`src/rtl/decoder_result_arbiter.sv`:
```
// decoder_result_arbiter: picks at most one qualified decoder result per cycle
// (add > cancel > delete), normalises it into a unified record and queues it in
// a first-word-fall-through FIFO behind a valid/ready interface. Saturating
// diagnostic counters track collisions, drops and invalidated strobes.
module decoder_result_arbiter #(
  parameter int DEPTH = 4,
  parameter int CNT_W = 16
) (
  input  logic                     clk,
  input  logic                     rst,
  input  logic                     add_internal_valid,
  input  logic                     add_packet_invalid,
  input  logic [63:0]              add_order_ref,
  input  logic                     add_side,
  input  logic [31:0]              add_shares,
  input  logic [31:0]              add_price,
  input  logic [63:0]              add_stock_symbol,
  input  logic                     cancel_internal_valid,
  input  logic                     cancel_packet_invalid,
  input  logic [63:0]              cancel_order_ref,
  input  logic [31:0]              cancel_canceled_shares,
  input  logic                     delete_internal_valid,
  input  logic                     delete_packet_invalid,
  input  logic [63:0]              delete_order_ref,
  output logic                     out_valid,
  input  logic                     out_ready,
  output logic [1:0]               out_type,
  output logic [63:0]              out_order_ref,
  output logic                     out_side,
  output logic [31:0]              out_shares,
  output logic [31:0]              out_price,
  output logic [63:0]              out_stock_symbol,
  output logic [$clog2(DEPTH):0]   fifo_level,
  output logic                     collision_err,
  output logic [CNT_W-1:0]         collision_count,
  output logic [CNT_W-1:0]         drop_count,
  output logic [CNT_W-1:0]         invalid_count
);

  localparam int PW    = $clog2(DEPTH);
  localparam int LW    = PW + 1;
  localparam int SW    = CNT_W + 1;
  localparam int REC_W = 2 + 64 + 1 + 32 + 32 + 64;
  localparam logic [LW-1:0]    FULL_LVL = LW'(DEPTH);
  localparam logic [CNT_W-1:0] CNT_MAX  = '1;

  logic             add_q, cancel_q, delete_q;
  logic [1:0]       n_qual;
  logic [1:0]       n_inval;
  logic             win;
  logic             collide;
  logic             push;
  logic             pop;
  logic [REC_W-1:0] win_rec;
  logic [REC_W-1:0] head_rec;
  logic [REC_W-1:0] mem [DEPTH];
  logic [PW-1:0]    wr_ptr;
  logic [PW-1:0]    rd_ptr;
  logic [LW-1:0]    level;

  // Counter increment that sticks at all-ones instead of wrapping.
  function automatic logic [CNT_W-1:0] sat_add(input logic [CNT_W-1:0] c,
                                               input logic [1:0] inc);
    logic [SW-1:0] s;
    s = {1'b0, c} + SW'(inc);
    return s[CNT_W] ? CNT_MAX : s[CNT_W-1:0];
  endfunction

  // Qualify strobes and count how many decoders fired / were invalidated.
  always_comb begin
    add_q    = add_internal_valid    & ~add_packet_invalid;
    cancel_q = cancel_internal_valid & ~cancel_packet_invalid;
    delete_q = delete_internal_valid & ~delete_packet_invalid;
    n_qual   = {1'b0, add_q} + {1'b0, cancel_q} + {1'b0, delete_q};
    n_inval  = {1'b0, add_internal_valid & add_packet_invalid}
             + {1'b0, cancel_internal_valid & cancel_packet_invalid}
             + {1'b0, delete_internal_valid & delete_packet_invalid};
    win      = add_q | cancel_q | delete_q;
    collide  = (n_qual > 2'd1);
  end

  // Priority select and normalisation; fields a message type lacks are zero.
  always_comb begin
    win_rec = '0;
    if (add_q) begin
      win_rec = {2'b01, add_order_ref, add_side, add_shares, add_price, add_stock_symbol};
    end else if (cancel_q) begin
      win_rec = {2'b10, cancel_order_ref, 1'b0, cancel_canceled_shares, 32'd0, 64'd0};
    end else if (delete_q) begin
      win_rec = {2'b11, delete_order_ref, 1'b0, 32'd0, 32'd0, 64'd0};
    end
  end

  // A full FIFO still accepts a record when the head leaves in the same cycle;
  // the write then lands in the slot being vacated.
  assign out_valid = (level != '0);
  assign pop       = out_valid & out_ready;
  assign push      = win & ((level != FULL_LVL) | pop);
  assign head_rec  = out_valid ? mem[rd_ptr] : '0;
  assign {out_type, out_order_ref, out_side, out_shares, out_price, out_stock_symbol} = head_rec;
  assign fifo_level = level;

  // Record storage; contents need no reset because level gates the outputs.
  always_ff @(posedge clk) begin
    if (!rst && push) begin
      mem[wr_ptr] <= win_rec;
    end
  end

  // FIFO pointers and occupancy.
  always_ff @(posedge clk) begin
    if (rst) begin
      wr_ptr <= '0;
      rd_ptr <= '0;
      level  <= '0;
    end else begin
      if (push) wr_ptr <= wr_ptr + PW'(1);
      if (pop)  rd_ptr <= rd_ptr + PW'(1);
      case ({push, pop})
        2'b10:   level <= level + LW'(1);
        2'b01:   level <= level - LW'(1);
        default: level <= level;
      endcase
    end
  end

  // Saturating diagnostic counters and the sticky collision flag.
  always_ff @(posedge clk) begin
    if (rst) begin
      collision_err   <= 1'b0;
      collision_count <= '0;
      drop_count      <= '0;
      invalid_count   <= '0;
    end else begin
      if (collide) begin
        collision_err   <= 1'b1;
        collision_count <= sat_add(collision_count, 2'd1);
      end
      if (win && !push) begin
        drop_count <= sat_add(drop_count, 2'd1);
      end
      if (n_inval != 2'd0) begin
        invalid_count <= sat_add(invalid_count, n_inval);
      end
    end
  end

endmodule
```
`config.mk`:
```
export PLATFORM = sky130hd
export DESIGN_NAME = decoder_result_arbiter
export DESIGN_NICKNAME = d
export VERILOG_FILES = /design/src/rtl/decoder_result_arbiter.sv
export SDC_FILE = /design/constraint.sdc
export NUM_CORES = 1
export LEC_CHECK = 0
export ABC_AREA = 1
export BUFFER_PORTS_ARGS = -buffer_cell sky130_fd_sc_hd__buf_4
export CAP_MARGIN = 5
export CORE_MARGIN = 4
export CORE_UTILIZATION = 36
export CTS_CLUSTER_DIAMETER = 40
export DETAILED_ROUTE_END_ITERATION = 7
export PLACE_DENSITY_LB_ADDON = 0.1
export SETUP_SLACK_MARGIN = 0.05
export SLEW_MARGIN = 20
export SYNTH_ARGS = -nofsm -noshare
export SYNTH_HDL_FRONTEND = slang
export SYNTH_SLANG_ARGS = --single-unit
```
`constraint.sdc`:
```
create_clock -name clk -period 15.3 [get_ports clk]
set_input_delay 3.825 -clock clk [delete_from_list [all_inputs] [get_ports clk]]
set_output_delay 3.825 -clock clk [all_outputs]
set_load 0.05 [all_outputs]
```
* Word level (Yosys, flattened, before mapping) *
Memories as Yosys holds them, arrays and structs flattened. A register that Yosys moved wholly into a read port is not among the register bits.
Index checks and enable logic that the tools add are counted.

cells by class
  magnitude comparators = 1
  multiplexer cells = 12
  bitwise logic cells = 14
  reductions and logical operators = 7
  add/subtract/negate cells = 11
  eq/ne operators = 3

operator list
  kind                   count
  $mux 195               4
  $mux 16                3
  $add 16x1->17 const B  2
  $add 16x2->17          1
  $and 1x1->1            8
  $pmux 3 s2             1
  $add 1x1->2            2
  $add 2x1->2            2
  $add 2x1->2 const B    2
  $mux 2                 2
  $reduce_bool 2->1      2
  $add 3x1->3 const B    1
  $ne 3x3->1 const B     1
  $not 1->1              3
  $or 1x1->1             3
  $reduce_bool 3->1      1
  $sub 3x1->3 const B    1
  $eq 2x1->1 const B     1
  $eq 2x2->1 const B     1
  $gt 2x1->1 const B     1
  $logic_and 1x1->1      2
  $logic_not 1->1        2
  $mux 1                 2

storage, ports and cells
  bits of input ports = 362
  memories = 1
  output and inout bits = 248
  register bits after elaboration = 56
  bits in writable memories = 780
  word-level logic and storage cells = 56

memory list
  name  depth  width  read ports  clocked after memory_dff  wr ports  RTL line  RTL
  mem   4      195    1           1                         1         56        logic [REC_W-1:0] mem [DEPTH];

* Depth between registers and ports, before layout *
  word-level depth = 8
  mapped depth = 14
  depth with buffers taken out = 14

* Worst setup path after synthesis *
No wires, ideal clock.

  path type = in2reg
  start = input rst
  end = memory mem[0][0] (netlist bit), enable pin
  setup time = 0.753 ns
  path slack = 2.024 ns
  data required time = 14.547 ns
  stages = 5
  path buffers = 2
  arrival = 12.523 ns
  cell sequence = clkbuf_1 > inv_1 > buf_1 > nand2_1 > nor2_1

on the way
  longest elaborated chain between the ends = 4

ends and longest elaborated chain
  element                       RTL line  RTL
  from (decl)                   10        input logic rst,
  $logic_not 1->1               105       if (!rst && push) begin
  $logic_and 1x1->1             105
  $mux 1                        105
  $mux 1 (not written as such)  106       mem[wr_ptr] <= win_rec;
  to (decl)                     56

Every way passes these cells.

==> results.py <==
metrics = {
    "yosys": {
        "synth_cell_type_count": 36,
        "syn_nets": 3734,
        "syn_inst": 3360,
        "postSynthAreaPerCell_um2": 10.7,
        "yosysWarnings": 0,
        "ys.flop_type": "edfxtp_1",
        "yosysTopAreaCellShare": 0.653,
        "synth_area_leaders": "edfxtp_1 (65%), nor2_1 (9.8%), o21ai_0 (4.5%), a21oi_1 (3.3%), dfxtp_1 (3.2%)",
        "synth-seq-area-share": 0.686,
        "synth_area_um2": 35900,
        "synth_edf_count": 780,
        "async_reset_ff_frac": 0,
        "yosys_register_bits": 838,
        "synth_largest_area_cell": "edfxtp_1",
    },
    "cts": {
        "cts-root-buf": "clkbuf_16",
        "postCtsHoldBufs": 0,
        "clockBufferDepth": 3,
        "post-cts-setup-buffers": 0,
        "cts_resized": 0,
        "clock_sinks": 838,
        "path_clk_slew_ns": 0.05,
        "cts_inserted_buffers": 133,
        "cts_tree": "yes",
        "htree_num_levels": 4,
        "clock_latency_ns": 0.72,
    },
    "routing": {
        "vias_per_cell": 4.88,
        "drtPass1Iterations": 5,
        "ant_nets": 0,
        "wire_per_inst_um": 19.6,
        "num_vias": 26000,
        "finalWirelength_um": 105000,
        "drc": 0,
        "drtIter0Drc": 1708,
    },
    "global_routing": {
        "grt_pass1_wl_um": 154000,
        "grt_pass1_vias": 25400,
        "antenna_found_initial": 3,
        "grt.total_usage": 0.194,
        "gr-total-overflow": 0,
        "grt_max_degree": 192,
    },
    "die": {
        "die_y_um": 324,
        "core_um2": 98600,
        "die_x_um": 324,
        "die_area_um2": 105000,
        "fp-row-count": 115,
        "boundaryPins": 610,
        "start_util": 0.364,
    },
    "sta": {
        "hold_ws_ns": 0.460,
        "hold_viol": 0,
        "setup_viol": 0,
        "tightest_slew_ns": 1.03,
        "setup_ws_ns": 7.40,
        "rsz0062_at_grt": "no",
        "maxSlewViolCount": 0,
        "period_share": 0.516,
        "setup_tns_ns": 0,
        "worst_clock_skew_ns": 0.0193,
        "fmax_ghz": 0.127,
        "finalCriticalPeriod_ns": 7.90,
        "slew_headroom": 0.310,
    },
    "power": {
        "peakVddDrop_mv": 0.0920,
        "finalPower_uw": 7890,
        "p_leak_uw": 0.0176,
        "power.density_nw_per_um2": 172,
    },
    "cells_and_area": {
        "multi_input_area_um2": 9640,
        "n_fill_cell": 9243,
        "area_growth_pct": 28.0,
        "final_common_cell": "nor2_1",
        "final-seq-area_um2": 24600,
        "drive_gt1_frac": 0.221,
        "fin_util": 0.466,
        "final_cell_mix": "nor2_1 (930), edfxtp_1 (780), buf_4 (638)",
        "nets": 4304,
    },
    "place": {
        "port_buffers": 609,
        "place.gp.congestion": 0.838,
        "dpl.hpwl_um": 62800,
        "place_ws_ns": 7.80,
    },
    "worst_setup_path": {
        "rrSetupSlack_ns": 12.04,
        "critical_path.slowest_cell": "dfxtp_4",
        "cp-start-kind": "flop",
        "ff2ff_path_depth": 8,
        "crit_required_ns": 11.48,
        "r2r_end": "mem[2][162]$_DFFE_PP_",
        "crit_chain": "buf_4, buf_4, nor2_1, nor2_1, o21ai_0, a21oi_1, buf_4",
        "worst_path_most_repeated_cell": "buf_4",
        "timing.rr.start": "fifo_level[1]$_SDFFE_PP0P_",
        "crit_end": "out_shares[16]",
        "slowest_delay_ns": 0.91,
        "critPathMaxFanout": 77,
        "worstPathArrival_ns": 4.07,
        "critPathCaptureType": "primary output",
        "critPathKind": "reg -> out",
    },
    "run": {
        "cap_violations": 0,
    },
    "worst_hold_path": {
        "hold_start": "rd_ptr[1]$_SDFFE_PP0P_",
        "hold_path.class": "reg -> reg",
    },
    "run_status": {
        "outcome": "complete, no violations",
    },
}
-- logic make-up after synthesis --
| logic type | synth area share |
|---|---|
| buf+inv | 0.0465 |
| xor+xnor | 0.00366 |
| flops | 0.686 |
| simple gates | 0.144 |
| fa+ha+maj | 0.00482 |
| compound gates | 0.116 |
-- Yosys cell counts, types with 5 or more instances --
cell type,number
nand4_1,10
clkbuf_1,74
xnor2_1,5
nor2_1,934
buf_1,14
o21ai_1,161
dfxtp_1,58
ha_1,9
xor2_1,10
clkbuf_2,10
nand3_1,80
buf_2,96
nand2_1,254
inv_1,186
o21ai_0,320
nor3_1,5
edfxtp_1,780
buf_4,12
a21oi_1,235
nand2_2,7
a22oi_1,64
-- flip-flops by register name (all words and copies together) (netlist names), named ones only --
| signal | flops |
|---|---|
| collision_count | 16 |
| collision_err | 1 |
| drop_count | 16 |
| fifo_level | 3 |
| invalid_count | 16 |
| mem | 780 |
| rd_ptr | 2 |
| wr_ptr | 2 |
-- worst min-delay path by stage --
| stage | end | slack, ns | cells past startpoint |
|---|---|---|---|
| finish | flop | 0.46 | 2 |
| global route | flop | 0.49 | 2 |
| CTS | flop | 0.46 | 2 |
| detailed placement | flop | 0.45 | 2 |
| global placement | flop | 0.45 | 2 |
| floorplan | flop | 0.44 | 2 |
-- power breakdown --
group	internal, uW	switching [uW]
Combinational	556	1690
Clock	1890	1070
Sequential	2630	47.7
-- worst max-delay path: cells and delay by family (launching register included) --
| kind | cells | cell delay [ns] |
|---|---|---|
| buffers and inverters | 3 | 1.61 |
| DFF | 1 | 0.91 |
| AOI/OAI and AO/OA | 2 | 0.46 |
| and+or+nand+nor | 2 | 0.22 |
-- stage by stage --
step           cells  instance area [um^2]
2_1_floorplan   3360                 35900
3_3_place_gp    5082                 41400
3_5_place_dp    5082                 41400
4_1_cts         5326                 45900
5_1_grt         5327                 45900
6_report        5328                 45900
-- cell type report --
type / count / area share
well taps: 1287 / 0.0351
multi-input cells: 2125 / 0.210
flip-flops and latches: 838 / 0.536
clock buffers: 151 / 0.0765
repair buffers: 641 / 0.106
diodes: 2 / 0.000109
clock inverters: 93 / 0.0206
inverters: 191 / 0.0161
-- routing by layer --
layer  routed length [um]  up-vias  track usage
met2                50600      717        0.324
met1                43700    12400        0.242
met4                 2810        4       0.0674
met3                 7580      134       0.0557
li1                     -    12800            -
met5                   23        -            0
Note: power is estimated with default switching activity, not from simulation.
